--- config.mk ---
export PLATFORM = sky130hd
export DESIGN_NAME = prog_loader
export DESIGN_NICKNAME = d
export VERILOG_FILES = /design/src/rtl/prog_loader_pkg.sv /design/src/rtl/prog_loader_byte_packer.sv /design/src/rtl/prog_loader.sv
export SDC_FILE = /design/constraint.sdc
export NUM_CORES = 1
export LEC_CHECK = 0
export CAP_MARGIN = 20
export CORE_UTILIZATION = 40
export CTS_BUF_LIST = sky130_fd_sc_hd__clkbuf_4
export DETAILED_ROUTE_END_ITERATION = 6
export DONT_BUFFER_PORTS = 1
export GPL_ROUTABILITY_DRIVEN = 0
export HOLD_SLACK_MARGIN = 0.06
export SETUP_SLACK_MARGIN = 0.3
export SYNTH_ARGS = -nofsm -noshare
export SYNTH_HDL_FRONTEND = slang
export SYNTH_HIERARCHICAL = 1
export SYNTH_SLANG_ARGS = --single-unit
export TNS_END_PERCENT = 30
--- constraint.sdc ---
create_clock -name clk -period 3 [get_ports clk]
set_input_delay 0.9 -clock clk [delete_from_list [all_inputs] [get_ports clk]]
set_output_delay 0.9 -clock clk [all_outputs]
set_load 0.02 [all_outputs]
--- src/rtl/prog_loader_pkg.sv ---
// Shared definitions for the boot-time program loader: FSM state encodings
// and checksum width.
package prog_loader_pkg;

  localparam int CSUM_W = 8;

  typedef enum logic [2:0] {
    S_LEN0 = 3'd0,
    S_LEN1 = 3'd1,
    S_DATA = 3'd2,
    S_CSUM = 3'd3,
    S_DONE = 3'd4,
    S_ERR  = 3'd5
  } state_t;

endpackage

--- src/rtl/prog_loader_byte_packer.sv ---
// Packs a byte stream into little-endian 32-bit words. word/word_valid are
// combinational so the parent can register the write on the 4th byte's edge.
module byte_packer (
  input  logic        clk,
  input  logic        rst,
  input  logic        clear,
  input  logic        in_valid,
  input  logic [7:0]  in_byte,
  output logic        word_valid,
  output logic [31:0] word
);

  logic [23:0] shift_reg;
  logic [1:0]  cnt_reg;

  assign word_valid = in_valid && (cnt_reg == 2'd3);
  assign word       = {in_byte, shift_reg};

  // Oldest byte drifts to the bottom, so after three bytes shift_reg = {b2,b1,b0}.
  always_ff @(posedge clk or negedge rst) begin
    if (!rst) begin
      shift_reg <= '0;
      cnt_reg   <= '0;
    end else if (clear) begin
      shift_reg <= '0;
      cnt_reg   <= '0;
    end else if (in_valid) begin
      shift_reg <= {in_byte, shift_reg[23:8]};
      cnt_reg   <= cnt_reg + 2'd1;
    end
  end

endmodule

--- src/rtl/prog_loader.sv ---
// Boot-time program loader: parses LEN/payload/CSUM frames from a byte
// stream, writes words to instruction memory and releases the core on success.
module prog_loader
  import prog_loader_pkg::*;
#(
  parameter int ADDR_W = 8
) (
  input  logic              clk,
  input  logic              rst,
  input  logic              byte_valid,
  input  logic [7:0]        byte_data,
  output logic              byte_ready,
  input  logic              reload,
  output logic              im_we,
  output logic [ADDR_W-1:0] im_waddr,
  output logic [31:0]       im_wdata,
  output logic              core_hold,
  output logic              done,
  output logic              error
);

  localparam logic [16:0] MAX_WORDS = 17'(2 ** ADDR_W);

  state_t              state_reg, state_next;
  logic [7:0]          len_lo_reg, len_lo_next;
  logic [ADDR_W:0]     len_reg, len_next;
  logic [ADDR_W:0]     word_idx_reg, word_idx_next;
  logic [ADDR_W:0]     word_idx_inc;
  logic [CSUM_W-1:0]   csum_reg, csum_next;
  logic                byte_ready_reg, byte_ready_next;
  logic                im_we_reg, im_we_next;
  logic [ADDR_W-1:0]   im_waddr_reg, im_waddr_next;
  logic [31:0]         im_wdata_reg, im_wdata_next;
  logic                core_hold_reg, core_hold_next;
  logic                done_reg, done_next;
  logic                error_reg, error_next;

  logic                accept;
  logic [15:0]         len_full;
  logic                pack_valid;
  logic                pack_clear;
  logic                word_valid;
  logic [31:0]         word;

  assign accept       = byte_valid && byte_ready_reg;
  assign len_full     = {byte_data, len_lo_reg};
  assign word_idx_inc = word_idx_reg + {{ADDR_W{1'b0}}, 1'b1};
  assign pack_valid   = accept && (state_reg == S_DATA);
  assign pack_clear   = reload && ((state_reg == S_DONE) || (state_reg == S_ERR));

  byte_packer u_packer (
    .clk        (clk),
    .rst        (rst),
    .clear      (pack_clear),
    .in_valid   (pack_valid),
    .in_byte    (byte_data),
    .word_valid (word_valid),
    .word       (word)
  );

  always_ff @(posedge clk or negedge rst) begin
    if (!rst) begin
      state_reg <= S_LEN0;
    end else begin
      state_reg <= state_next;
    end
  end

  always_comb begin
    state_next     = state_reg;
    len_lo_next    = len_lo_reg;
    len_next       = len_reg;
    word_idx_next  = word_idx_reg;
    csum_next      = csum_reg;
    im_we_next     = 1'b0;
    im_waddr_next  = im_waddr_reg;
    im_wdata_next  = im_wdata_reg;
    core_hold_next = core_hold_reg;
    done_next      = done_reg;
    error_next     = error_reg;

    case (state_reg)
      S_LEN0: begin
        if (accept) begin
          len_lo_next = byte_data;
          state_next  = S_LEN1;
        end
      end
      S_LEN1: begin
        if (accept) begin
          len_next = len_full[ADDR_W:0];
          if ({1'b0, len_full} > MAX_WORDS) begin
            state_next = S_ERR;
            error_next = 1'b1;
          end else if (len_full == 16'd0) begin
            state_next = S_CSUM;
          end else begin
            state_next = S_DATA;
          end
        end
      end
      S_DATA: begin
        if (accept) begin
          csum_next = csum_reg ^ byte_data;
          if (word_valid) begin
            im_we_next    = 1'b1;
            im_waddr_next = word_idx_reg[ADDR_W-1:0];
            im_wdata_next = word;
            word_idx_next = word_idx_inc;
            if (word_idx_inc == len_reg) begin
              state_next = S_CSUM;
            end
          end
        end
      end
      S_CSUM: begin
        if (accept) begin
          if (byte_data == csum_reg) begin
            state_next     = S_DONE;
            done_next      = 1'b1;
            core_hold_next = 1'b0;
          end else begin
            state_next = S_ERR;
            error_next = 1'b1;
          end
        end
      end
      S_DONE, S_ERR: begin
        if (reload) begin
          state_next     = S_LEN0;
          done_next      = 1'b0;
          error_next     = 1'b0;
          core_hold_next = 1'b1;
          len_lo_next    = '0;
          len_next       = '0;
          word_idx_next  = '0;
          csum_next      = '0;
        end
      end
      default: state_next = S_LEN0;
    endcase

    // Ready tracks the state being entered so it is valid as a registered output.
    byte_ready_next = (state_next == S_LEN0) || (state_next == S_LEN1) ||
                      (state_next == S_DATA) || (state_next == S_CSUM);
  end

  always_ff @(posedge clk or negedge rst) begin
    if (!rst) begin
      len_lo_reg     <= '0;
      len_reg        <= '0;
      word_idx_reg   <= '0;
      csum_reg       <= '0;
      byte_ready_reg <= 1'b0;
      im_we_reg      <= 1'b0;
      im_waddr_reg   <= '0;
      im_wdata_reg   <= '0;
      core_hold_reg  <= 1'b1;
      done_reg       <= 1'b0;
      error_reg      <= 1'b0;
    end else begin
      len_lo_reg     <= len_lo_next;
      len_reg        <= len_next;
      word_idx_reg   <= word_idx_next;
      csum_reg       <= csum_next;
      byte_ready_reg <= byte_ready_next;
      im_we_reg      <= im_we_next;
      im_waddr_reg   <= im_waddr_next;
      im_wdata_reg   <= im_wdata_next;
      core_hold_reg  <= core_hold_next;
      done_reg       <= done_next;
      error_reg      <= error_next;
    end
  end

  assign byte_ready = byte_ready_reg;
  assign im_we      = im_we_reg;
  assign im_waddr   = im_waddr_reg;
  assign im_wdata   = im_wdata_reg;
  assign core_hold  = core_hold_reg;
  assign done       = done_reg;
  assign error      = error_reg;

endmodule

==> reports/qor.csv <==
stage,metric,value,unit
cts,post_cts resized,0,
global_routing,first-pass GRT wire length,17.6,mm
power_and_ir_drop,PwrDens,582,nW/um2
critical_path,Worst Path Arrival,2.78,ns
logic_synthesis,ys async rst share,100,%
placement,Post-DP HPWL,6.96,mm
placement,placed cell count,661,
placement,I/O Buffers,0,
power_and_ir_drop,sequential share of power,59.1,%
floorplanning,Core ar.,12100,um2
layout,"commonest non-fill, non-tap cell in the layout",nand2_1,
route,initial DRC count,121,
run,Max-Cap Viols,0,
layout,FF/Latch Area,2700,um2
layout,Final Util,42.3,%
cts,postcts setup bufs,0,
sta,Pins Over Slew Limit,0,
sta,"Period Utilization, post-route",80.6,%
logic_synthesis,count of different cell masters after synthesis,52,
floorplanning,chip width,114,um
logic_synthesis,post-synth top area share,53.8,%
critical_path,CP max stage delay,0.57,ns
logic_synthesis,"EDFF count, synth",0,
floorplanning,Boundary Pins,57,
floorplanning,Die H,114,um
layout,final net count,518,
cts,# clock sinks,108,
critical_path,crit-path cells,"nor4bb_4, and2_2, and2_1, and2_2, nand2_2, a2111oi_4, o21ai_2, o41ai_2",
critical_path,CP Class,reg2reg,
logic_synthesis,"Top FF cell, synth",dfrtp_1,
sta,Slew HR,60.8,%
critical_path,"most used cell, CP",and2_2,
route,DR pass1 iterations,4,
logic_synthesis,#FFs+latches synth,108,
floorplanning,num rows,40,
sta,worst slew pin tran,0.588,ns
sta,final setup fails,0,
logic_synthesis,mean post-synth cell area,9.51,um2
route,DRC,0,
cts,H-tree Lvls,3,
sta,Setup Skew,0.0183,ns
global_routing,vias in the first global route,3340,
power_and_ir_drop,Net Sw Power,0.000991,W
logic_synthesis,Syn Nets,537,
floorplanning,Initial Util,41.2,%
layout,Non-Filler Instances,676,
logic_synthesis,post-synth top area cell,dfrtp_1,
power_and_ir_drop,Logic pwr share,18.4,%
critical_path,peak fanout along the critical path,11,
min_path,Worst Hold Class,in2async,
cts,CTS tree,yes,
route,WL/cell,15.4,um
sta,total negative slack,0,ns
layout,footprint of the multi-input gates,2000,um2
power_and_ir_drop,Static Leak,2.48,nW
power_and_ir_drop,Switching Fraction,33.4,%
route,Post-DRT Antenna Nets,0,
cts,clk slew on worst S/H paths,0.17,ns
logic_synthesis,"Seq/Total Area, Yosys",54.4,%
route,via count,3404,
global_routing,GR Overflow Total,0,
critical_path,startpoint types,flop,
critical_path,critical path required time,3.36,ns
global_routing,largest net degree at the start of global routing,109,
layout,share of layout cells above drive strength 1,7.28,%
sta,Fmax,414,MHz
layout,highest-count cells in the layout ignoring fill and taps,"nand2_1 (175), dfrtp_1 (107), o21ai_0 (43), nor2_1 (40), mux2i_1 (27)",
power_and_ir_drop,cell-internal power,0.00198,W
logic_synthesis,Synth warnings,6,
critical_path,Worst setup EP type,flop,
critical_path,slowest cell on the critical path,dfrtp_1,
logic_synthesis,main area contributors after synthesis,"dfrtp_1 (54%), nand2_1 (13%), mux2i_1 (5.4%), o21ai_0 (4.4%), nor2_1 (3.1%)",
power_and_ir_drop,clock power share,22.6,%
route,routed vias/inst,5.04,
floorplanning,die area,12900,um2
cts,CTS root buffer,clkbuf_4,
sta,RSZ-0062 raised after global routing,false,
cts,clk_lat worst skew,0.46,ns
cts,TritonCTS buffer count,9,
cts,CTS Hold Bufs,0,
layout,# diodes,0,
outcome,status,finished clean,
cts,maximum clock insertion buffer count,2,
global_routing,Tot GR Track Use,17.5,%
logic_synthesis,Synth Cell Area,4970,um2
sta,fin crit period,2.42,ns
power_and_ir_drop,VDD IR-drop max,0.000432,V
layout,max reg flops,32,
logic_synthesis,Syn Inst Count,523,
layout,Fillers,1213,
global_routing,initial antenna violation count,0,
route,drt total wl,10.4,mm
sta,"Hold Vio Cnt, Final",0,
layout,area grow syn2layout,2.67,%
-- per-layer routing --
| metal | wire length (um) | up-vias | global-route usage (%) |
|---|---|---|---|
| met5 | 0 | - | 0 |
| met4 | 146 | 0 | 6.84 |
| met3 | 548 | 12 | 3.83 |
| met2 | 4540 | 65 | 26.1 |
| met1 | 5150 | 1654 | 24.8 |
| li1 | - | 1673 | - |
-- power groups by stage --
| stage | Sequential, W | Combinational (W) | Clock, W |
|---|---|---|---|
| after floorplan | 0.00174 | 0.000469 | 0 |
| after global placement | 0.00178 | 0.000530 | 0 |
| after detailed placement | 0.00178 | 0.000546 | 0 |
| after CTS | 0.00175 | 0.000548 | 0.000698 |
| after global routing | 0.00178 | 0.000631 | 0.000750 |
| final | 0.00176 | 0.000545 | 0.000670 |
-- stage by stage --
| stage | area [um2] | hold slack (ns) | total power [W] | setup WS [ns] |
|---|---|---|---|---|
| detailed placement | 4990 | 0.459 | 0.00233 | 0.377 |
| CTS | 5110 | 0.0760 | 0.00300 | 0.561 |
| finish | 5110 | 0.121 | 0.00297 | 0.583 |
| global route | 5110 | 0.0634 | 0.00316 | 0.361 |
| floorplan | 4990 | 0.438 | 0.00220 | 0.288 |
| global placement | 4990 | 0.460 | 0.00230 | 0.472 |
-- worst paths after layout --
path                                        from      endpoint  slack (ns)  cells after the start
min in group clk           u_packer/shift_reg[7]   im_wdata[7]        0.49                      2
setup / recovery                      byte_ready  state_reg[0]        0.58                      8
max in group asynchronous                    rst     core_hold        2.68                      0
hold / removal                               rst  im_wdata[28]        0.12                      0
setup reg to reg                      byte_ready  state_reg[0]        0.58                      8
hold reg to reg            u_packer/shift_reg[7]   im_wdata[7]        0.49                      2
-- synth_stat cells, drive strengths merged, types with 4 or more instances --
library cell  count
inv               5
and2              5
nor3              5
nor2             42
nand4             6
clkbuf           11
xnor2            12
nand3             8
nor4              4
dfrtp           107
nand2           176
xor2              8
buf              25
a21oi             5
o21ai            45
mux2i            27
-- cells by family (layout without fill, tap and decap cells) --
logic type	count (synthesis)	after routing	synth area share, %
AOI/OAI and AO/OA	66	66	8.17
xor gates and xnor gates	20	20	3.52
adders and majority gates	2	2	0.503
buffers and inverters	41	26	5.53
DFF	108	108	54.4
muxes	27	27	5.43
and+or+nand+nor	259	259	22.5
-- critical path: cells and delay by family (launching register included) --
| family | cells | cell delay [ns] |
|---|---|---|
| AOI/OAI and AO/OA | 3 | 0.68 |
| and+or+nand+nor | 5 | 1.06 |
| DFF | 1 | 0.57 |
-- area by class of cell --
| cell class | count | area share, % |
|---|---|---|
| Sequential cell | 108 | 52.9 |
| Multi-Input combinational cell | 374 | 39.1 |
| Tap cell | 168 | 4.12 |
| Clock buffer | 9 | 1.32 |
| Timing Repair Buffer | 6 | 1.13 |
| Clock inverter | 6 | 0.980 |
| Inverter | 5 | 0.367 |
(Power assumes the default switching activity.)
